### src/rtl/prpg_multimode.sv
// prpg_multimode - multi-mode pseudo-random pattern generator for the BIST
// pattern path. It produces Fibonacci LFSR, Galois LFSR, hybrid rule-90/150
// cellular automaton or binary counter sequences. Each run is bounded to
// NUM_PATTERNS patterns and ends with a sticky done flag.
//
// Ports:
//   clk        system clock, all logic on posedge
//   reset      synchronous active-high reset
//   load       load seed (any state), returns to IDLE
//   seed       seed value for load
//   mode       00 Fibonacci, 01 Galois, 10 CA, 11 counter (captured on start)
//   start      begin a run from IDLE or DONE
//   en         advance enable while running
//   out        current pattern
//   valid      high while running, out is a test pattern
//   done       sticky run-complete flag
//   pat_count  patterns consumed in the current run
//
// state | meaning
// ------+---------------------------------------------------------
// IDLE  | seeded or reset, out holds, waiting for start
// RUN   | valid=1, each en-high cycle consumes one pattern
// DONE  | NUM_PATTERNS consumed, done=1, out holds
module prpg_multimode #(
  parameter int               WIDTH        = 8,
  parameter logic [WIDTH-1:0] TAPS         = 8'hB8,
  parameter logic [WIDTH-1:0] CA_RULE      = 8'h00,
  parameter logic [WIDTH-1:0] RESET_SEED   = 8'h01,
  parameter int               NUM_PATTERNS = 255,
  parameter int               CNT_W        = 16
) (
  input  logic             clk,
  input  logic             reset,
  input  logic             load,
  input  logic [WIDTH-1:0] seed,
  input  logic [1:0]       mode,
  input  logic             start,
  input  logic             en,
  output logic [WIDTH-1:0] out,
  output logic             valid,
  output logic             done,
  output logic [CNT_W-1:0] pat_count
);

  typedef enum logic [1:0] {IDLE, RUN, DONE} state_t;

  localparam logic [CNT_W-1:0] LAST_CNT = CNT_W'(NUM_PATTERNS - 1);

  state_t           state;
  logic [1:0]       mode_q;
  logic [WIDTH-1:0] nxt;
  logic [WIDTH+1:0] ca_ext;
  logic [WIDTH-1:0] seed_fix;

  always_comb begin
    nxt    = out;
    ca_ext = {1'b0, out, 1'b0};   // null boundary cells on both ends
    case (mode_q)
      2'b00: nxt = {out[WIDTH-2:0], ^(out & TAPS)};
      2'b01: nxt = (out >> 1) ^ (out[0] ? TAPS : '0);
      2'b10: begin
        // ca_ext[i] is out[i-1], ca_ext[i+2] is out[i+1]
        for (int i = 0; i < WIDTH; i++) begin
          nxt[i] = ca_ext[i] ^ ca_ext[i+2] ^ (CA_RULE[i] & out[i]);
        end
      end
      default: nxt = out + WIDTH'(1);
    endcase
  end

  // All-zero is a lock-up state for the LFSR/CA modes. The mode for the next
  // run is not known yet at load time, so a zero seed is only kept when both
  // the presented mode and the last captured mode are the counter.
  always_comb begin
    seed_fix = seed;
    if (seed == '0 && (mode != 2'b11 || mode_q != 2'b11)) begin
      seed_fix = WIDTH'(1);
    end
  end

  always_ff @(posedge clk) begin
    if (reset) begin
      out       <= RESET_SEED;
      pat_count <= '0;
      state     <= IDLE;
      valid     <= 1'b0;
      done      <= 1'b0;
      mode_q    <= 2'b00;
    end else if (load) begin
      out       <= seed_fix;
      pat_count <= '0;
      state     <= IDLE;
      valid     <= 1'b0;
      done      <= 1'b0;
    end else if (start && state != RUN) begin
      // out is not advanced: the first pattern of the run is the current value
      mode_q    <= mode;
      pat_count <= '0;
      state     <= RUN;
      valid     <= 1'b1;
      done      <= 1'b0;
    end else if (state == RUN && en) begin
      if (pat_count == LAST_CNT) begin
        state <= DONE;
        valid <= 1'b0;
        done  <= 1'b1;
      end else begin
        out       <= nxt;
        pat_count <= pat_count + CNT_W'(1);
      end
    end
  end

endmodule

### config.mk
export PLATFORM = sky130hd
export DESIGN_NAME = prpg_multimode
export DESIGN_NICKNAME = d
export VERILOG_FILES = /design/src/rtl/prpg_multimode.sv
export SDC_FILE = /design/constraint.sdc
export NUM_CORES = 1
export LEC_CHECK = 0
export CELL_PAD_IN_SITES_DETAIL_PLACEMENT = 2
export CELL_PAD_IN_SITES_GLOBAL_PLACEMENT = 2
export CORE_AREA = 2 2 110 59
export CTS_BUF_LIST = sky130_fd_sc_hd__clkbuf_8
export CTS_CLUSTER_DIAMETER = 40
export CTS_CLUSTER_SIZE = 40
export DETAILED_ROUTE_END_ITERATION = 7
export DIE_AREA = 0 0 112 61
export GPL_TIMING_DRIVEN = 0
export PLACE_DENSITY = 0.89
export SYNTH_ARGS = -nofsm -noshare
export SYNTH_HDL_FRONTEND = slang
export SYNTH_SLANG_ARGS = --single-unit
### constraint.sdc
create_clock -name clk -period 5 [get_ports clk]
set_input_delay 0.75 -clock clk [delete_from_list [all_inputs] [get_ports clk]]
set_output_delay 0.75 -clock clk [all_outputs]
set_load 0.005 [all_outputs]
Word-level counts from Yosys, hierarchy flattened
Index checks and enable logic that the tools add are counted.
Widths: inputs -> output; s select.
- eq/ne operators: 9
- multiplexer cells: 13
- add/sub/neg operators: 2
- bitwise operators: 9
- reductions and logical operators: 17
- operators with widths (kind ; count):
    $mux 8 ; 6
    $pmux 8 s3 ; 1
    $add 16x1->16 const B ; 1
    $eq 16x8->1 const B ; 1
    $add 8x1->8 const B ; 1
    $logic_not 8->1 ; 1
    $ne 2x2->1 const B ; 4
    $reduce_and 2->1 ; 4
    $reduce_xor 8->1 ; 1
    $xor 7x8->8 ; 1
    $mux 1 ; 6
    $reduce_bool 2->1 ; 3
    $xor 1x1->1 ; 6
    $eq 2x1->1 const B ; 2
    $logic_and 1x1->1 ; 3
    $reduce_and 3->1 ; 1
    $reduce_or 3->1 ; 1
    $eq 2x2->1 const B ; 1
    $logic_not 2->1 ; 1
    $ne 2x1->1 const B ; 1
    $not 1->1 ; 2
    $reduce_or 2->1 ; 1
    $logic_or 1x1->1 ; 1
- logic and storage cells: 56
- register bits after elaboration: 29
- output and inout bits: 26
- bits of input ports: 15

Longest topological paths before layout
Gate-level depths: netlist of run 1.
- word-level depth: 7
- mapped depth: 9
- gate-level depth less buffers: 7

Least setup slack after synthesis of run 1
No wires, ideal clock.
- path type: input-to-reg
- start point: in load
- end point: reg pat_count[0]
- setup slack: 3.148 ns
- stages: 5
- path buffers: 2
- setup time: 0.128 ns
- data arrival time: 1.725 ns
- data required time: 4.872 ns
- cell sequence: clkbuf_1 -> nor2_1 -> nand2_1 -> clkbuf_1 -> nor2_1
- longest elaborated chain between the ends: 1
- ends and longest elaborated chain (element ; RTL line ; RTL):
    start, declared ; 34 ; input logic load,
    $reduce_or 3->1 (no line) ; n/a ;
    end signal, assigned ; 109 ; pat_count <= pat_count + CNT_W'(1);
    end, declared ; 42 ; output logic [CNT_W-1:0] pat_count
No other way between the ends.
A chain may end at the register's enable or synchronous reset.

Worst setup path after layout of run 1
- start point: in reset
- end point: reg pat_count[12]
- longest elaborated chain between the ends: 1
- ends and longest elaborated chain (element ; RTL line ; RTL):
    start, declared ; 33 ; input logic reset,
    $reduce_or 3->1 (no line) ; n/a ;
No other way between the ends.

==> results of run 1 <==
==> stage by stage <==
step                instance area (µm²)  utilization (%)
finish                             2350             40.2
global placement                   2300             39.3
detailed placement                 2300             39.3
floorplan                          1810                -
global route                       2350             40.2
CTS                                2350             40.2
==> cells in the final DEF, fill, tap and decap left out, types with 3 or more instances in the layout <==
cell,count
xor2_1,7
nor2_1,20
xnor2_1,15
clkbuf_8,4
dfxtp_1,28
inv_1,8
nor3_1,4
mux2i_1,3
clkbuf_1,12
nand2_1,20
o221ai_1,5
o21ai_0,6
a31oi_1,3
o22ai_1,3
a2111oi_2,3
or3_1,4
nand2b_1,3
nand4_1,7
o211ai_1,6
o21bai_1,3
and4_1,4
clkdlybuf4s50_1,39
a21oi_1,9
nand3_1,11
ha_1,4
==> sequential cells by signal (all words and copies together) (netlist names) <==
signal,count
mode_q,2
out,8
pat_count,16
state,1
valid,1
==> final timing paths <==
path,cells past startpoint,start,slack [ns],to
setup / recovery,5,reset,2.55,pat_count[12]
hold reg to reg,2,state[1],0.54,state[1]
setup reg to reg,5,mode_q[0],2.72,out[0]
hold / removal,2,state[1],0.54,state[1]
==> cells by family (layout without fill, tap and decap cells) <==
family                   Yosys count  count (layout)
AO/OA/AOI/OAI                     50              50
buffers and inverters             24              67
flip-flops                        28              28
adder cells (fa/ha/maj)            4               4
multiplexers                       3               3
AND/OR/NAND/NOR                   91              91
XOR/XNOR                          22              22
==> layout make-up <==
class | instances | share of cell area [%]
Inverter | 9 | 1.44
Tap cell | 77 | 4.09
Multi-Input combinational cell | 170 | 48.9
Timing Repair Buffer | 39 | 16.6
Sequential cell | 28 | 23.8
Buffer | 15 | 2.82
Clock buffer | 4 | 2.34
==> metal layers <==
| metal | track usage [%] | routed length [µm] | vias up |
|---|---|---|---|
| met1 | 31.3 | 3620 | 960 |
| met4 | 2.61 | 23 | 0 |
| li1 | - | - | 901 |
| met2 | 37.7 | 3130 | 38 |
| met5 | 0 | 0 | - |
| met3 | 3.60 | 266 | 2 |
==> where the power goes <==
group          switching (µW)  internal [µW]
Combinational            48.9           42.8
Clock                    82.7           71.0
Sequential               7.58            229
==> critical path, cell delays in order <==
cell             delay (ns)
clkdlybuf4s50_1        0.49
nor2_1                 0.45
nand2_1                0.37
clkbuf_1               0.35
nor2_1                 0.24
==> key figures, run 1 <==
Synth
  • Synth warn: 0
  • Synth Area in Adders: under 10%
  • Post-synth top area share: 30.9%
  • Post-synthesis register bit count: 28
  • Post-synthesis async set-or-reset flop share: 0%
  • Sequential share of the synthesized area: between 30 and 40%
  • Synth Area in Compound Gates: around a fifth
  • Post-synthesis mux area share: under 10%
  • Synth top area cells: dfxtp_1 31%, xnor2_1 7.3%, nand2_1 4.1%
  • Most instantiated cells after synthesis: 28 x dfxtp_1, 20 x nand2_1, 20 x nor2_1
  • Largest area contributor in the netlist: dfxtp_1
  • Synth Area in Simple Gates: 28.0%
  • Avg Inst Size Synth: 8.16 µm²
  • Synth Net Count: ~240
  • EDFF count, synth: 0
  • Top FF cell, synth: dfxtp_1
  • Largest family of logic cells by synthesized area: simple AND/OR/NAND/NOR gates
  • Most frequent cell after synthesis: dfxtp_1
  • Distinct cells, synth: between 40 and 50
  • XOR/XNOR Fraction of Synth Area: between 10% and 20%
  • Synthesized cell area: approximately 1800 µm²
  • Cell count after synthesis: between 200 and 250

Place
  • Place WS: approximately 2.3 ns
  • Post-DP HPWL: between 5000 and 6000 µm
  • Placed insts: approximately 340
  • Placer's final routability congestion estimate: around 0.83
  • Buffers on Ports: 39

Flow run
  • Max-cap viol count: 0

Clock network
  • Bufs on Longest Clock Path: 2
  • Clock transition at path regs: between 0.1 and 0.15 ns
  • Post-CTS Setup Bufs: 0
  • CTS tree: yes
  • Clock Sinks: 28
  • Clk_lat worst skew: a little under 0.3 ns
  • CTS resizes: 0
  • Hold-fix buffers, CTS: 0
  • CTS root buf: clkbuf_8
  • Cts bufs inserted: 3
  • CTS H-Tree Depth: 1

Critical path
  • Worst Path Required: 5.21 ns
  • Setup crit start kind: input pin
  • Worst-path fanout max: 10
  • Crit path DAT: 2.67 ns
  • Crit path capture type: register
  • Setup Crit Path Kind: in2reg

Floorplanning
  • Total die area: 6830 µm²
  • Die H: between 60 and 70 µm
  • Number of top-level pins: between 40 and 50
  • Row count: 20
  • Starting Density: around 31%
  • Die boundary width: 112 µm
  • Total core area: between 5000 and 6000 µm²

GRT
  • First-pass GRT wire length: between 10000 and 15000 µm
  • Total congestion overflow: 0
  • Largest net degree at the start of global routing: 16
  • Vias in the first global route: about 2000
  • GRT Util Overall: between 20% and 30%
  • Initial antenna violation count: 0

STA
  • Final hold violation count: 0
  • Tcrit/Tclk final: between 40% and 50%
  • Achievable Freq: between 0.4 and 0.5 GHz
  • Setup TNS: 0 ns
  • Final-report setup violation count: 0
  • Skew final: slightly above 0.006 ns
  • RSZ-0062 raised after global routing: no
  • Final min period: ~2.5 ns
  • Slew Limit Fails: 0
  • Slew Limit Headroom: between 60% and 70%
  • Hold Slack: 0.545 ns
  • Final setup margin: between 2 and 3 ns
  • Worst Max-Slew Pin Slew: about 0.57 ns

Routing
  • Drt wl/cell: 20.6 µm
  • DRT iter0 DRCs: 77
  • Antenna Nets Post-Route: 0
  • DR vias: 1901
  • Routed Wire Length: 7050 µm
  • Drt via density: about 5.6
  • TritonRoute pass-1 iters: 4
  • Drc violations: 0

Run status
  • Status: finished clean

Layout
  • Multi-input gate area: 1150 µm²
  • Antenna cells: 0
  • Reg area: between 500 and 600 µm²
  • Area Overhead vs Synth: 29.9%
  • Share of layout cells above drive strength 1: around 6.4%
  • Post-route insts no fill: roughly 340
  • Layout fillers: between 600 and 700
  • Post-layout nets: approximately 290

Hold path
  • HP Class: reg2reg

Pwr
  • VDD IR-drop max: between 0.00009 and 0.0001 V
  • Leak: roughly 0.00072 µW
  • Power Total: a little under 500 µW
  • Pwr dens: 205 nW/µm²
(Power assumes the default switching activity.)
==> run 2, diff against run 1 <==
--- a/config.mk
+++ b/config.mk
@@ -7,14 +7,14 @@
 export LEC_CHECK = 0
 export CELL_PAD_IN_SITES_DETAIL_PLACEMENT = 2
 export CELL_PAD_IN_SITES_GLOBAL_PLACEMENT = 2
-export CORE_AREA = 2 2 110 59
+export CORE_AREA = 2 2 119 63
 export CTS_BUF_LIST = sky130_fd_sc_hd__clkbuf_8
 export CTS_CLUSTER_DIAMETER = 40
 export CTS_CLUSTER_SIZE = 40
 export DETAILED_ROUTE_END_ITERATION = 7
-export DIE_AREA = 0 0 112 61
+export DIE_AREA = 0 0 121 65
 export GPL_TIMING_DRIVEN = 0
-export PLACE_DENSITY = 0.89
+export PLACE_DENSITY = 0.82
 export SYNTH_ARGS = -nofsm -noshare
 export SYNTH_HDL_FRONTEND = slang
 export SYNTH_SLANG_ARGS = --single-unit
==> constraint.sdc (replaced) <==
create_clock -name clk -period 2.2 [get_ports clk]
set_input_delay 0.33 -clock clk [delete_from_list [all_inputs] [get_ports clk]]
set_output_delay 0.33 -clock clk [all_outputs]
set_load 0.005 [all_outputs]
==> run 2 against run 1 <==
Compared with the run above: cell count increased by 5.6%; via count fell by 0.16%; clock-buffer cell count is the same; critical path type is now reg2reg; worst setup slack lost 2.4 ns; highest routed layer unchanged; worst hold slack worse by 0.039 ns; global-route usage shrank 3.9 points; register-to-register slack worse by 2.6 ns; non-clock buffer count stayed put.
==> key figures, run 2 (same netlist as run 1, synthesis figures left out) <==
Run status
  • Status: finished clean

Layout
  • Number of flip-flops in the largest register: 16
  • Area Overhead vs Synth: 32.0%
  • Most frequent cells in the layout: 39 x clkdlybuf4s50_1, 27 x dfxtp_1, 20 x nor2_1, 20 x nand2_1, 15 x xnor2_1
  • Most common cell after layout, fill and taps aside: clkdlybuf4s50_1
  • Largest registers: pat_count: 16 flops, out: 8 flops, mode_q: 2 flops
  • Antenna cells: 0
  • Reg area: approximately 560 µm²
  • Share of layout cells above drive strength 1: 7.92%
  • Multi-input gate area: roughly 1200 µm²
  • Layout fillers: about 820
  • Design Area, Final: about 2400 µm²
  • Post-route insts no fill: approximately 360
  • Post-layout nets: 285
  • Biggest register: pat_count

Critical path
  • Reg-to-reg slack, setup: around 0.15 ns
  • CP peak stage delay: 0.52 ns
  • Crit path DAT: around 2.2 ns
  • Largest delay share family, worst path: simple AND/OR/NAND/NOR gates
  • Setup crit start kind: register
  • R2R cell count: 7
  • Setup Crit Path Kind: reg2reg
  • CP Buf/Inv Count: 2
  • Worst-path fanout max: 10
  • Crit path cell chain: nor4_2 -> nand4_1 -> and2_1 -> buf_6 -> buf_2 -> o211ai_1 -> o221ai_1
  • Worst Path Required: between 2 and 2.5 ns
  • Crit path capture type: register
  • CP max-delay cell: nor4_2
  • FF-to-FF Start: pat_count[10]
  • Crit Reg-Reg Endpoint: out[5]

Floorplanning
  • Die boundary width: about 120 µm
  • Starting Density: 26.0%
  • Total core area: about 7000 µm²
  • Row count: 22
  • Die H: around 65 µm
  • Total die area: slightly below 8000 µm²
  • Number of top-level pins: between 40 and 50

STA
  • Final hold violation count: 0
  • Setup TNS: 0 ns
  • Slew Limit Headroom: 63.0%
  • Final min period: 2.05 ns
  • Achievable Freq: a little under 0.5 GHz
  • Final-report setup violation count: 0
  • Slew Limit Fails: 0
  • Worst Max-Slew Pin Slew: ~0.56 ns
  • RSZ-0062 raised after global routing: no
  • Tcrit/Tclk final: slightly above 90%
  • Skew final: between 0.005 and 0.006 ns
  • Hold Slack: 0.506 ns

Hold path
  • Hold path start: load
  • Min-Delay Path Depth: 3
  • WHS Endpoint: out[4]
  • HP Class: in2reg

Pwr
  • Sw frac: between 20% and 30%
  • NetSw: about 300 µW
  • Reg power frac: between 40% and 50%
  • Clock share of power: a little under a third
  • Pwr dens: 453 nW/µm²
  • Leak: around 0.00073 µW
  • Combinational fraction of design power: between 10% and 20%
  • Cell-internal power: 779 µW
  • VDD IR-drop max: about 0.00017 V

Routing
  • DR vias: ~1900
  • DRT iter0 DRCs: ~110
  • Drt wl/cell: between 15 and 20 µm
  • Drt via density: 5.26
  • TritonRoute pass-1 iters: 4
  • Routed Wire Length: just under 7000 µm
  • Antenna Nets Post-Route: 0
  • Drc violations: 0

Clock network
  • Bufs on Longest Clock Path: 2
  • Clock transition at path regs: around 0.10 ns
  • Cts bufs inserted: 3
  • Post-CTS Setup Bufs: 0
  • CTS root buf: clkbuf_8
  • Clk_lat worst skew: just under 0.3 ns
  • CTS tree: yes
  • Clock Sinks: 28
  • CTS H-Tree Depth: 1

Place
  • Buffers on Ports: 39
  • Placed insts: about 360
  • Placed cell area: roughly 2300 µm²
  • Placer's final routability congestion estimate: ~0.8
  • Post-DP HPWL: 5640 µm

GRT
  • First-pass GRT wire length: approximately 11000 µm
  • GRT Util Overall: 18.3%
  • Vias in the first global route: between 1500 and 2000
  • Total congestion overflow: 0
  • Initial antenna violation count: 0
  • Largest net degree at the start of global routing: 16

Flow run
  • Max-cap viol count: 0
==> run 2: power by group through the flow <==
stage,logic [µW],registers (µW),clock network (µW)
2_1_floorplan,116,545,0
3_3_place_gp,200,548,0
3_5_place_dp,208,549,0
4_1_cts,209,537,350
5_1_grt,231,540,374
6_report,209,536,339
==> run 2: worst max-delay path by stage <==
stage / start / endpoint / slack, ns / depth (start not counted)
2_1_floorplan: pat_count[0] / out[7] / 0.42 / 9
3_3_place_gp: mode_q[0] / out[0] / -0.16 / 5
3_5_place_dp: mode_q[0] / out[0] / -0.22 / 5
4_1_cts: pat_count[0] / out[3] / 0.09 / 9
5_1_grt: pat_count[10] / out[0] / 0.005 / 7
6_report: pat_count[10] / out[5] / 0.15 / 7
==> run 2: through the flow <==
step | utilization, % | total power, µW | worst slack (ns)
final | 34.3 | 1080 | 0.148
after global routing | 34.3 | 1140 | 0.00523
after CTS | 34.2 | 1100 | 0.0901
after detailed placement | 33.3 | 756 | -0.219
after global placement | 33.3 | 748 | -0.159
after floorplan | - | 661 | 0.418
==> run 2: area by class of cell <==
class	instances	area share, %
multi-input cells	170	48.6
flip-flops and latches	28	23.5
clock buffers	4	2.30
repair buffers	39	16.3
inverters	9	1.41
plain buffers	15	2.83
well taps	96	5.02
==> run 2: repair_timing <==
item,in CTS,in global routing
resized for setup,2,3
cloned,0,0
pin swaps,0,0
endpoints found under the setup margin,1,8
hold buffers,0,0
==> run 2: layer usage <==
metal | vias to the layer above | part of all wire [%] | track usage (%)
met1 | 964 | 52 | 27.8
met4 | 0 | 0.32 | 2.33
met3 | 2 | 5.1 | 3.61
li1 | 897 | - | -
met5 | - | 0 | 0
met2 | 35 | 43 | 26.9
==> run 2: worst min-delay path: stages <==
cell      delay [ns]
clkbuf_1        0.21
nand2_1         0.14
o211ai_1        0.07
